**src/rtl/reg_read_scoreboard_pkg.sv**
```systemverilog
// Shared sizing and constants for the ID-stage register read scoreboard.
// Data width and register count must match the register file.
package reg_read_scoreboard_pkg;

    localparam int WORD_LEN   = 32;
    localparam int NUM_REGS   = 32;
    localparam int REG_ADDR_W = 5;
    localparam int CNT_W      = 2;

    localparam logic [REG_ADDR_W-1:0] ZERO_REG = '0;

endpackage

```
**src/rtl/reg_read_scoreboard_pending_counter.sv**
```systemverilog
// Per-register count of in-flight writers: saturating up/down counter
// with synchronous clear. A decrement at zero is ignored.
module pending_counter #(
    parameter int CNT_W = 2
) (
    input  logic             clk,
    input  logic             rst,
    input  logic             clr,
    input  logic             inc,
    input  logic             dec,
    output logic [CNT_W-1:0] cnt,
    output logic             pending,
    output logic             at_max
);

    localparam logic [CNT_W-1:0] CNT_MAX = '1;
    localparam logic [CNT_W-1:0] CNT_ONE = {{(CNT_W-1){1'b0}}, 1'b1};

    logic [CNT_W-1:0] cnt_reg;
    logic [CNT_W-1:0] cnt_next;
    logic             dec_eff;
    logic             inc_eff;

    // An increment at max is only allowed when a retire cancels it out.
    always_comb begin
        dec_eff  = dec && (cnt_reg != '0);
        inc_eff  = inc && ((cnt_reg != CNT_MAX) || dec_eff);
        cnt_next = cnt_reg;
        if (clr) begin
            cnt_next = '0;
        end else if (inc_eff && !dec_eff) begin
            cnt_next = cnt_reg + CNT_ONE;
        end else if (dec_eff && !inc_eff) begin
            cnt_next = cnt_reg - CNT_ONE;
        end
    end

    always_ff @(posedge clk or posedge rst) begin
        if (rst) begin
            cnt_reg <= '0;
        end else begin
            cnt_reg <= cnt_next;
        end
    end

    assign cnt     = cnt_reg;
    assign pending = (cnt_reg != '0);
    assign at_max  = (cnt_reg == CNT_MAX);

endmodule

```
**src/rtl/reg_read_scoreboard.sv**
```systemverilog
// ID-stage read scoreboard: stalls on pending sources, bypasses same-cycle
// writeback data and captures resolved operands into the ID/EX register.
module reg_read_scoreboard
    import reg_read_scoreboard_pkg::*;
#(
    parameter int WORD_LEN = reg_read_scoreboard_pkg::WORD_LEN,
    parameter int NUM_REGS = reg_read_scoreboard_pkg::NUM_REGS,
    parameter int CNT_W    = reg_read_scoreboard_pkg::CNT_W
) (
    input  logic                  clk,
    input  logic                  rst,
    input  logic                  flush,
    input  logic                  id_valid,
    input  logic [REG_ADDR_W-1:0] rs_add,
    input  logic [REG_ADDR_W-1:0] rt_add,
    input  logic                  uses_rs,
    input  logic                  uses_rt,
    input  logic [REG_ADDR_W-1:0] dest_add,
    input  logic                  dest_we,
    input  logic                  wb_we,
    input  logic [REG_ADDR_W-1:0] wb_add,
    input  logic [WORD_LEN-1:0]   wb_data,
    output logic [REG_ADDR_W-1:0] rf_r1_add,
    output logic [REG_ADDR_W-1:0] rf_r2_add,
    input  logic [WORD_LEN-1:0]   rf_r1,
    input  logic [WORD_LEN-1:0]   rf_r2,
    output logic                  stall,
    output logic                  ex_valid,
    output logic [WORD_LEN-1:0]   ex_rs_val,
    output logic [WORD_LEN-1:0]   ex_rt_val,
    output logic [REG_ADDR_W-1:0] ex_dest_add,
    output logic                  ex_dest_we,
    output logic                  wb_err
);

    localparam logic [CNT_W-1:0] CNT_ONE = {{(CNT_W-1){1'b0}}, 1'b1};

    logic [CNT_W-1:0]    cnt_arr [NUM_REGS];
    logic [NUM_REGS-1:0] pending_vec;
    logic [NUM_REGS-1:0] at_max_vec;

    logic                issue;
    logic                rs_hazard;
    logic                rt_hazard;
    logic                sat_hazard;
    logic [WORD_LEN-1:0] rs_val;
    logic [WORD_LEN-1:0] rt_val;

    logic                  ex_valid_reg;
    logic [WORD_LEN-1:0]   ex_rs_val_reg;
    logic [WORD_LEN-1:0]   ex_rt_val_reg;
    logic [REG_ADDR_W-1:0] ex_dest_add_reg;
    logic                  ex_dest_we_reg;
    logic                  wb_err_reg;

    // Register 0 has no counter: it is never pending and never saturates.
    assign cnt_arr[0]     = '0;
    assign pending_vec[0] = 1'b0;
    assign at_max_vec[0]  = 1'b0;

    genvar gi;
    generate
        for (gi = 1; gi < NUM_REGS; gi++) begin : g_cnt
            logic inc;
            logic dec;
            assign inc = issue && dest_we && (dest_add == REG_ADDR_W'(gi));
            assign dec = wb_we && !flush && (wb_add == REG_ADDR_W'(gi));

            pending_counter #(
                .CNT_W (CNT_W)
            ) u_cnt (
                .clk     (clk),
                .rst     (rst),
                .clr     (flush),
                .inc     (inc),
                .dec     (dec),
                .cnt     (cnt_arr[gi]),
                .pending (pending_vec[gi]),
                .at_max  (at_max_vec[gi])
            );
        end
    endgenerate

    function automatic logic [WORD_LEN-1:0] sel_operand(
        input logic [REG_ADDR_W-1:0] addr,
        input logic [WORD_LEN-1:0]   rf_data
    );
        if (addr == ZERO_REG) begin
            return '0;
        end else if (wb_we && (wb_add == addr)) begin
            return wb_data;
        end
        return rf_data;
    endfunction

    // A source whose last outstanding writer retires this cycle is served by bypass.
    always_comb begin
        rs_hazard  = uses_rs && pending_vec[rs_add] &&
                     !(wb_we && (wb_add == rs_add) && (cnt_arr[rs_add] == CNT_ONE));
        rt_hazard  = uses_rt && pending_vec[rt_add] &&
                     !(wb_we && (wb_add == rt_add) && (cnt_arr[rt_add] == CNT_ONE));
        sat_hazard = dest_we && at_max_vec[dest_add] && !(wb_we && (wb_add == dest_add));
        stall      = !rst && id_valid && !flush && (rs_hazard || rt_hazard || sat_hazard);
        issue      = id_valid && !stall && !flush;
        rs_val     = sel_operand(rs_add, rf_r1);
        rt_val     = sel_operand(rt_add, rf_r2);
    end

    always_ff @(posedge clk or posedge rst) begin
        if (rst) begin
            ex_valid_reg    <= 1'b0;
            ex_rs_val_reg   <= '0;
            ex_rt_val_reg   <= '0;
            ex_dest_add_reg <= '0;
            ex_dest_we_reg  <= 1'b0;
            wb_err_reg      <= 1'b0;
        end else begin
            ex_valid_reg <= issue;
            if (issue) begin
                ex_rs_val_reg   <= rs_val;
                ex_rt_val_reg   <= rt_val;
                ex_dest_add_reg <= dest_add;
                ex_dest_we_reg  <= dest_we;
            end
            // Writes to register 0 are legal discards, not orphan writebacks.
            wb_err_reg <= wb_we && !flush && (wb_add != ZERO_REG) && !pending_vec[wb_add];
        end
    end

    assign rf_r1_add   = rs_add;
    assign rf_r2_add   = rt_add;
    assign ex_valid    = ex_valid_reg;
    assign ex_rs_val   = ex_rs_val_reg;
    assign ex_rt_val   = ex_rt_val_reg;
    assign ex_dest_add = ex_dest_add_reg;
    assign ex_dest_we  = ex_dest_we_reg;
    assign wb_err      = wb_err_reg;

endmodule

```
**config.mk**
```make
export PLATFORM = sky130hd
export DESIGN_NAME = reg_read_scoreboard
export DESIGN_NICKNAME = d
export VERILOG_FILES = /design/src/rtl/reg_read_scoreboard_pkg.sv /design/src/rtl/reg_read_scoreboard_pending_counter.sv /design/src/rtl/reg_read_scoreboard.sv
export SDC_FILE = /design/constraint.sdc
export NUM_CORES = 1
export LEC_CHECK = 0
export CORE_UTILIZATION = 59
export CTS_CLUSTER_DIAMETER = 200
export DETAILED_ROUTE_END_ITERATION = 8
export DONT_BUFFER_PORTS = 1
export GPL_TIMING_DRIVEN = 1
export PLACE_DENSITY = 0.78
export SETUP_SLACK_MARGIN = 0.15
export SLEW_MARGIN = 40
export SYNTH_ARGS = -nofsm -noshare
export SYNTH_HDL_FRONTEND = slang
export SYNTH_SLANG_ARGS = --single-unit
```
**constraint.sdc**
```tcl
create_clock -name clk -period 9.24 [get_ports clk]
set_input_delay 2.31 -clock clk [delete_from_list [all_inputs] [get_ports clk]]
set_output_delay 2.31 -clock clk [all_outputs]
set_load 0.05 [all_outputs]
```
==> impl_metrics.tcl <==
set metrics [dict create \
    pwr-share-seq_pct 51.5 \
    fp-row-count 48 \
    grt_usage_pct 37.1 \
    hold_class "flip-flop to flip-flop" \
    synth_nets 1369 \
    cts.path.max_buffers 2 \
    slew_headroom_pct 42.5 \
    tns_ns 0 \
    cts.sinks 134 \
    synth_area_um2 10500 \
    grt_pass1_vias 9028 \
    async_reset_ff_share_pct 100 \
    holdWs_ns 0.607 \
    finClkSkew_ns 0.0141 \
    fin_cells 1412 \
    cts_inserted_buffers 17 \
    grt_pass1_wl_um 51100 \
    area_growth_pct 4.84 \
    io-pin-count 207 \
    die_height_um 135 \
    clk_pin_slew_worst_paths_ns 0.06 \
    cts-root-buf "clkbuf_16" \
    status "complete, no violations" \
    place_congestion 1.05 \
    dpl.hpwl_um 24600 \
    ys_seq_area_share_pct 32.1 \
    drive_gt1_share_pct 12.0 \
    synthCells 1245 \
    synthTopCellsByArea "dfrtp_1, nand2_1, a21oi_1" \
    synth_warnings 0 \
    max_freq_mhz 141 \
    synth_edf_count 0 \
    wl_met2_um 15300 \
    drv_slew 0 \
    ys_ff_latch 134 \
    clock_latency_ns 0.44 \
    synth.distinct_cells 77 \
    hold_buffers 0 \
    cts_tree "built" \
    min_period_over_period_pct 76.7 \
    switching_power_uw 707 \
    vias_per_cell 6.96 \
    synth_top_area_share_pct 32.1 \
    switching_share_pct 38.2 \
    vias 9823 \
    die_area_um2 18300 \
    drt-met1-wl_um 13500 \
    drcViolationCount 0 \
    worst_ir_drop_vdd_uv 140 \
    grt_antenna_before_repair 1 \
    top_layer_used "met5" \
    place_inst 1381 \
    ctsResizeCount 0 \
    gr-total-overflow 0 \
    p_per_area_nw_per_um2 169 \
    antenna_cells 0 \
    tightest_slew_ns 0.851 \
    ant_nets 0 \
    dieWidth_um 135 \
    leakage_nw 4.02 \
    p_int_mw 1.14 \
    period_needed_ns 7.09 \
    wl_met3_um 4050 \
    slowest_delay_ns 0.76 \
    wl_um 34000 \
    critPathKind "input pin to output pin" \
    pwr-share-comb_pct 10.7 \
    wl_per_cell_um 24.1 \
    critical_path_arrival_ns 4.78 \
    synth.avg_cell_area_um2 8.39 \
    crit_path_cell_trace "xor2_1 > nor4_4 > nand3_2 > or4_1 > nand4b_2 > o211ai_2 > nand2_1 > nor2_2" \
    core_um2 17300 \
    post_cts_buffers 0 \
    path_max_fanout 33 \
    rsz0062_at_grt "false" \
    hold_viol 0 \
    largest_reg_flops 62 \
    end_kind "output pin" \
    start_util_pct 60.4 \
    p_clk_share_pct 37.7 \
    crit_slowest_cell "or4_1" \
    grt_max_degree 93 \
    yosysTopAreaCell "dfrtp_1" \
    ys.flop_type "dfrtp_1" \
    worst_setup_path_start_kind "input pin" \
    final_net_count 1299 \
    cp.required_ns 6.93 \
    firstDrtPassIters 8 \
    io_buffers 0 \
    setup_viol 0 \
    max-cap-violations 0 \
    ctsHtreeMaxLevel 4 \
    drt-initial-drc-count 1341 \
]
## synthesized netlist by cell type, types with 8 or more instances
cell,n
buf_1,8
a211oi_1,12
and3_1,13
a211oi_2,9
nor2b_1,31
o31ai_1,13
nor3_1,18
buf_2,19
clkbuf_1,56
mux2i_1,19
o22ai_1,11
nor4_1,8
o21ai_0,43
buf_4,13
nand2_1,233
nand3_1,18
nor3b_1,16
o2bb2ai_1,8
a21oi_1,131
nor2_1,95
o211ai_1,14
and2_1,9
mux4_2,27
or3_1,8
mux2_1,42
xor2_1,13
a221oi_1,10
mux2_2,45
nand2b_1,26
xnor2_1,11
dfrtp_1,134
inv_1,26
## final cells by class
cell class / count / area, um2
Clock buffer: 17 / 425
Clock inverter: 14 / 164
Fill cell: 1457 / 6340
Inverter: 28 / 113
Multi-Input combinational cell: 984 / 6540
Sequential cell: 134 / 3350
Tap cell: 225 / 282
Timing Repair Buffer: 10 / 78.8
## logic make-up (layout without fill, tap and decap cells)
family / Yosys count / after routing / synth area share, %
simple gates: 511 / 511 / 23.1
flops: 134 / 134 / 32.1
xor+xnor: 24 / 24 / 2.01
buf+inv: 127 / 69 / 5.47
mux: 133 / 133 / 17.0
compound gates: 316 / 316 / 20.3
## metrics by stage
step / total power, mW / cell area, um2 / utilization, % / setup WS (ns)
5_1_grt: 1.90 / 11000 / 63.3 / 2.06
3_5_place_dp: 1.16 / 10400 / 59.9 / 2.06
6_report: 1.85 / 11000 / 63.3 / 2.15
3_3_place_gp: 1.15 / 10400 / 59.9 / 2.08
2_1_floorplan: 1.14 / 10500 / - / 0.998
4_1_cts: 1.85 / 11000 / 63.3 / 2.05
## final timing paths
| path | endpoint | startpoint | slack (ns) | depth (start not counted) |
|---|---|---|---|---|
| worst min-delay path | g_cnt[19].u_cnt.cnt[1] | g_cnt[19].u_cnt.cnt[1] | 0.61 | 2 |
| worst min register to register | g_cnt[19].u_cnt.cnt[1] | g_cnt[19].u_cnt.cnt[1] | 0.61 | 2 |
| max in group asynchronous | ex_rs_val[3] | rst | 6.35 | 2 |
| worst max-delay path | stall | wb_add[1] | 2.15 | 8 |
| min in group asynchronous | g_cnt[26].u_cnt.cnt[1] | rst | 1.82 | 1 |
| worst max register to register | ex_rt_val[30] | g_cnt[1].u_cnt.cnt[1] | 4.64 | 11 |
## placed cells by master, fill, tap and decap left out, drive strengths merged, types with 7 or more instances in the layout
cell	netlist	routed
nor2b	31	31
nand4	7	7
nand2b	26	26
a221oi	10	10
nor4	9	9
a211oi	25	25
nor3	18	18
nand3	19	19
xor2	13	13
dfrtp	134	134
and3	13	13
and2	10	10
o21ai	46	46
buf	43	10
o211ai	15	15
clkbuf	56	17
mux2	87	87
or3	8	8
inv	27	34
o22ai	11	11
o2bb2ai	8	8
nand2	233	233
mux2i	19	19
xnor2	11	11
mux4	27	27
nor3b	16	16
o31ai	13	13
nor2	95	95
a21oi	132	132
## critical path: cells and delay by family
| kind | cells | cell delay, ns |
|---|---|---|
| AO/OA/AOI/OAI | 1 | 0.13 |
| XOR/XNOR | 1 | 0.16 |
| AND/OR/NAND/NOR | 6 | 2.17 |
## power groups by stage
stage,Combinational [mW],Sequential [mW],Clock [mW]
after floorplan,0.194,0.946,0
after global placement,0.190,0.963,0
after detailed placement,0.196,0.966,0
after CTS,0.198,0.954,0.702
after global routing,0.216,0.961,0.724
final,0.199,0.954,0.698
## routing by layer
| metal | vias to the layer above | track usage, % |
|---|---|---|
| met5 | - | 0 |
| met4 | 2 | 13.5 |
| met3 | 107 | 9.65 |
| met2 | 671 | 56.4 |
| met1 | 4709 | 50.8 |
| li1 | 4334 | - |
Power figures use the tool's default switching activity.
